$ cat src/rtl/lc2k_mem_stage.sv
// LC2K memory stage: holds the EX/MEM instruction, runs a req/ack handshake to data memory, emits one MEM/WB result.
// Latency: 1 cycle for non-memory ops, minimum 2 cycles for lw/sw (accept -> req, ack -> wb).
// Backpressure: ex_ready is high only in IDLE; execute is stalled for the whole REQ phase and forever after halt/error.
//
// Ports: clk/reset (sync, active-high); ex_* instruction from execute with ex_valid/ex_ready;
// mem_* request/ack interface to data memory; wb_* registered MEM/WB result qualified by wb_valid;
// halted / mem_error sticky status flags.
module lc2k_mem_stage #(
  parameter int ADDR_W  = 6,
  parameter int TIMEOUT = 16
) (
  input  logic              clk,
  input  logic              reset,
  input  logic              ex_valid,
  output logic              ex_ready,
  input  logic [2:0]        ex_opcode,
  input  logic [31:0]       ex_alu_result,
  input  logic [31:0]       ex_regb_value,
  input  logic [2:0]        ex_dest_reg,
  input  logic              ex_reg_write,
  output logic              mem_req,
  output logic              mem_we,
  output logic [ADDR_W-1:0] mem_addr,
  output logic [31:0]       mem_wdata,
  input  logic [31:0]       mem_rdata,
  input  logic              mem_ack,
  output logic              wb_valid,
  output logic [2:0]        wb_opcode,
  output logic [31:0]       wb_data,
  output logic [2:0]        wb_dest_reg,
  output logic              wb_reg_write,
  output logic              halted,
  output logic              mem_error
);

  localparam int CNT_W = $clog2(TIMEOUT + 1);
  localparam logic [CNT_W-1:0] CNT_LAST = CNT_W'(TIMEOUT - 1);

  localparam logic [2:0] OP_LW   = 3'd2;
  localparam logic [2:0] OP_SW   = 3'd3;
  localparam logic [2:0] OP_HALT = 3'd6;

  typedef enum logic [1:0] {S_IDLE, S_REQ, S_HALT, S_ERR} state_t;

  state_t              state_q, state_d;
  logic [CNT_W-1:0]    cnt_q, cnt_d;
  logic                mem_req_q, mem_req_d;
  logic                mem_we_q, mem_we_d;
  logic [ADDR_W-1:0]   mem_addr_q, mem_addr_d;
  logic [31:0]         mem_wdata_q, mem_wdata_d;
  logic [2:0]          pend_dest_q, pend_dest_d;
  logic                wb_valid_q, wb_valid_d;
  logic [2:0]          wb_opcode_q, wb_opcode_d;
  logic [31:0]         wb_data_q, wb_data_d;
  logic [2:0]          wb_dest_q, wb_dest_d;
  logic                wb_rw_q, wb_rw_d;
  logic                halted_q, halted_d;
  logic                mem_error_q, mem_error_d;

  logic                is_mem_op;
  logic                addr_bad;

  assign is_mem_op = (ex_opcode == OP_LW) || (ex_opcode == OP_SW);
  // Any upper bit set means out of range; this also catches negative addresses.
  assign addr_bad  = (ex_alu_result[31:ADDR_W] != '0);

  always_comb begin
    state_d     = state_q;
    cnt_d       = cnt_q;
    mem_req_d   = mem_req_q;
    mem_we_d    = mem_we_q;
    mem_addr_d  = mem_addr_q;
    mem_wdata_d = mem_wdata_q;
    pend_dest_d = pend_dest_q;
    wb_valid_d  = 1'b0;
    wb_opcode_d = wb_opcode_q;
    wb_data_d   = wb_data_q;
    wb_dest_d   = wb_dest_q;
    wb_rw_d     = wb_rw_q;
    halted_d    = halted_q;
    mem_error_d = mem_error_q;

    case (state_q)
      S_IDLE: begin
        if (ex_valid) begin
          if (is_mem_op) begin
            if (addr_bad) begin
              mem_error_d = 1'b1;
              state_d     = S_ERR;
            end else begin
              mem_req_d   = 1'b1;
              mem_we_d    = (ex_opcode == OP_SW);
              mem_addr_d  = ex_alu_result[ADDR_W-1:0];
              mem_wdata_d = ex_regb_value;
              pend_dest_d = ex_dest_reg;
              cnt_d       = '0;
              state_d     = S_REQ;
            end
          end else begin
            wb_valid_d  = 1'b1;
            wb_opcode_d = ex_opcode;
            wb_data_d   = ex_alu_result;
            wb_dest_d   = ex_dest_reg;
            if (ex_opcode == OP_HALT) begin
              wb_rw_d  = 1'b0;
              halted_d = 1'b1;
              state_d  = S_HALT;
            end else begin
              wb_rw_d  = ex_reg_write;
            end
          end
        end
      end

      S_REQ: begin
        if (mem_ack) begin
          mem_req_d   = 1'b0;
          wb_valid_d  = 1'b1;
          wb_opcode_d = mem_we_q ? OP_SW : OP_LW;
          // A store retires its data for visibility but never writes the register file.
          wb_data_d   = mem_we_q ? mem_wdata_q : mem_rdata;
          wb_rw_d     = ~mem_we_q;
          wb_dest_d   = pend_dest_q;
          state_d     = S_IDLE;
        end else if (cnt_q == CNT_LAST) begin
          mem_req_d   = 1'b0;
          mem_error_d = 1'b1;
          state_d     = S_ERR;
        end else begin
          cnt_d = cnt_q + 1'b1;
        end
      end

      default: ; // HALT and ERR hold everything until reset
    endcase
  end

  always_ff @(posedge clk) begin
    if (reset) begin
      state_q     <= S_IDLE;
      cnt_q       <= '0;
      mem_req_q   <= 1'b0;
      mem_we_q    <= 1'b0;
      mem_addr_q  <= '0;
      mem_wdata_q <= '0;
      pend_dest_q <= '0;
      wb_valid_q  <= 1'b0;
      wb_opcode_q <= '0;
      wb_data_q   <= '0;
      wb_dest_q   <= '0;
      wb_rw_q     <= 1'b0;
      halted_q    <= 1'b0;
      mem_error_q <= 1'b0;
    end else begin
      state_q     <= state_d;
      cnt_q       <= cnt_d;
      mem_req_q   <= mem_req_d;
      mem_we_q    <= mem_we_d;
      mem_addr_q  <= mem_addr_d;
      mem_wdata_q <= mem_wdata_d;
      pend_dest_q <= pend_dest_d;
      wb_valid_q  <= wb_valid_d;
      wb_opcode_q <= wb_opcode_d;
      wb_data_q   <= wb_data_d;
      wb_dest_q   <= wb_dest_d;
      wb_rw_q     <= wb_rw_d;
      halted_q    <= halted_d;
      mem_error_q <= mem_error_d;
    end
  end

  // ex_ready depends on state (and reset) only, never on ex_* inputs.
  assign ex_ready     = (state_q == S_IDLE) && !reset;
  assign mem_req      = mem_req_q;
  assign mem_we       = mem_we_q;
  assign mem_addr     = mem_addr_q;
  assign mem_wdata    = mem_wdata_q;
  assign wb_valid     = wb_valid_q;
  assign wb_opcode    = wb_opcode_q;
  assign wb_data      = wb_data_q;
  assign wb_dest_reg  = wb_dest_q;
  assign wb_reg_write = wb_rw_q;
  assign halted       = halted_q;
  assign mem_error    = mem_error_q;

endmodule

$ cat config.mk
export PLATFORM = sky130hd
export DESIGN_NAME = lc2k_mem_stage
export DESIGN_NICKNAME = d
export VERILOG_FILES = /design/src/rtl/lc2k_mem_stage.sv
export SDC_FILE = /design/constraint.sdc
export NUM_CORES = 1
export LEC_CHECK = 0
export CORE_AREA = 2 2 120 134
export CTS_CLUSTER_DIAMETER = 50
export DETAILED_ROUTE_END_ITERATION = 10
export DIE_AREA = 0 0 122 136
export SYNTH_ARGS = -nofsm -noshare
export SYNTH_HDL_FRONTEND = slang
export SYNTH_SLANG_ARGS = --single-unit
$ cat constraint.sdc
create_clock -name clk -period 2 [get_ports clk]
set_input_delay 0.4 -clock clk [delete_from_list [all_inputs] [get_ports clk]]
set_output_delay 0.4 -clock clk [all_outputs]
set_load 0.005 [all_outputs]
==> impl_results.md <==
* Outcome: completed
* Synth Area in XOR/XNOR at 0%
* First-pass GRT wire length at 26,900 um
* Htree depth at 3
* # clock sinks at 92
* Simple-gate portion of the synthesized area at 13.0%
* Worst-Margin Slew at 0.425 ns
* Fin. Hold Viols at 0
* Clock slew at reported path FFs at 0.07 ns
* Initial antenna violation count at 0
* Critical-path cell list: clkdlybuf4s50_1 -> nor4_2 -> nand4_1 -> buf_6 -> or3_4 -> buf_12 -> a31o_2
* Max-cap check violation count at 0
* Routed len/inst at 18.7 um
* Die ar. at 16,600 sq um
* Slew Limit Fails at 0
* Maximum buffer depth of the clock tree at 2
* Clk Latency, worst-skew pair at 0.34 ns
* PD cells at 638 nW/um^2
* Delay of the slowest cell on the worst path at 0.44 ns
* Worst IR Drop VDD at 348 uV
* Top Ports at 190
* Worst Hold Class: in2reg
* Hold Buf Count CTS at 0
* Crit path buffers/inverters at 3
* Mapped Nets at 644
* Mapped cell area at 4510 sq um
* Number of diodes at 0
* Core Rows at 48
* GRT Total Usage at 20.7%
* Core area at 15,300 sq um
* DP Wirelength at 12,600 um
* Worst EP arrival at 2.18 ns
* Post-Synthesis Cells at 535
* CP max-delay cell: clkdlybuf4s50_1
* Effective utilization at floorplan at 29.5%
* Pre-CTS worst setup slack at -0.401 ns
* Yosys Warn Count at 0
* Yosys cell types at 45
* Via count at 5,066
* Setup crit end kind: flip-flop
* Min cycle time layout at 1.95 ns
* Setup WS post-layout at 0.0500 ns
* Vias in the first global route at 5,091
* Largest family of logic cells by synthesized area: compound AO/OA/AOI/OAI gates
* # DRC at 0
* Mean area per synthesized cell at 8.44 sq um
* Global route total overflow at 0
* Worst setup path class: in2reg
* Max-Slew Margin vs Limit at 71.6%
* CP required at 2.23 ns
* Die Y at 136 um
* Flop and latch count out of synthesis at 92
* Pin count of the biggest net entering global routing at 48
* Startpoint types: input pin
* Critical Path Fanout Max at 25
* Share of flip-flops with an asynchronous set or reset at 0%
* Layout net count at 840
* Die width at 122 um
* Gp weighted congestion at 0.885
* TritonCTS clock tree: done
* Detail Route Antenna Nets at 0
* Synthesis-to-layout area growth at 63.9%
* Clock root cell: clkbuf_16
* Achievable Freq at 513 MHz
* Leakage power total at 2.54 nW
* CP top delay family: buffers and inverters
* Post-Route Utilization at 48.3%
* Filler cells at 1,465
* Mux share of post-synthesis cell area at 7.98%
* Sequential cell area fraction in the yosys report at 40.8%
* Post-synth EDFFs at 0
* Post-Synth Adder-Cell Area at 0.554%
* Commonest non-fill, non-tap cell in the layout: clkdlybuf4s50_1
* Most frequent cells in the layout: 180 x clkdlybuf4s50_1, 87 x dfxtp_1, 84 x nand2_1
* Clk_skew at 0.00517 ns
* Final worst-path cycle share at 97.5%
* Initial DRC Count at 304
* Final setup fails at 0
* Synth Flop Type: dfxtp_1
* Initial DRT Pass Iterations at 5
* Routed wire length at 17,500 um
* Compound-gate portion of the synthesized area at 30.9%
* Routed vias/inst at 5.41
* Port Buf Inserts at 189
* Num CTS Buffers at 9
* Share of layout cells above drive strength 1 at 14.7%
[synthesized netlist by cell type, types with 4 or more instances]
cell type | count | area (sq um)
a21oi_1 | 45 | 225
clkbuf_1 | 45 | 169
nor2_1 | 7 | 26.3
buf_2 | 13 | 65.1
a211oi_1 | 5 | 37.5
o21ai_0 | 55 | 275
nor4_1 | 16 | 100
o21ai_1 | 15 | 75.1
o2111ai_1 | 32 | 280
a31o_2 | 4 | 35.0
a31o_1 | 6 | 52.6
nand2_1 | 84 | 315
dfxtp_1 | 92 | 1840
inv_1 | 4 | 15.0
buf_6 | 4 | 45.0
mux2i_1 | 36 | 360
o311ai_0 | 33 | 289
[metrics by stage]
stage | cells | instance area, sq um | TNS, ns | hold slack [ns] | total power [mW]
6_report | 936 | 7400 | 0 | 0.454 | 4.72
5_1_grt | 936 | 7400 | -0.000641 | 0.475 | 4.88
2_1_floorplan | 535 | 4510 | 0 | 0.449 | 2.25
3_5_place_dp | 918 | 6900 | -16.63 | 0.464 | 2.79
3_3_place_gp | 918 | 6900 | -10.64 | 0.462 | 2.79
4_1_cts | 934 | 7270 | 0 | 0.447 | 4.75
[kinds of logic (layout without fill, tap and decap cells)]
kind of cell,after synthesis,after routing
simple gates,127,127
flops,92,92
fa+ha+maj,2,2
buf+inv,68,269
mux,36,36
compound gates,210,210
[worst paths after layout]
kind	slack, ns	end	cells after the start	startpoint
hold / removal	0.45	wb_data[17]	2	reset
setup / recovery	0.05	pend_dest_q[2]	7	ex_alu_result[27]
hold reg to reg	0.48	wb_data[24]	2	wb_data[24]
setup reg to reg	0.08	cnt_q[3]	8	cnt_q[0]
[worst register-to-register path: stages (launching register included)]
cell     delay [ns]
dfxtp_2        0.34
ha_4           0.16
and3_4         0.17
ha_2           0.16
buf_4          0.14
or4_4          0.42
nor2_2         0.10
a21oi_1        0.05
o41ai_1        0.28
[area by class of cell]
cell class / count / area, sq um / area share (%)
multi-input combinational: 375 / 2460 / 33.3
clock buffer: 9 / 225 / 3.04
clock inverter: 7 / 115 / 1.56
tap: 200 / 250 / 3.38
timing repair buffer: 249 / 2480 / 33.5
inverter: 4 / 15.0 / 0.203
sequential: 92 / 1850 / 25.0
[per-layer routing]
layer  vias up  share of wire, %  global-route usage (%)
met5         -                 0                       0
met4         0               2.5                    8.43
met3        27               7.7                    3.57
met2       209                48                    35.3
met1      2411                42                    25.6
li1       2419                 -                       -
[timing repair]
item	CTS	global route
gates cloned	0	1
pin swaps	3	8
endpoints found under the setup margin	13	48
gates resized for setup	7	29
buffers inserted	0	1
[power by group]
group          switching (mW)  internal (mW)
Combinational           0.360          0.470
Clock                   0.736           1.22
Sequential             0.0367           1.90
Total                    1.13           3.59
Note: power is estimated with default switching activity, not from simulation.
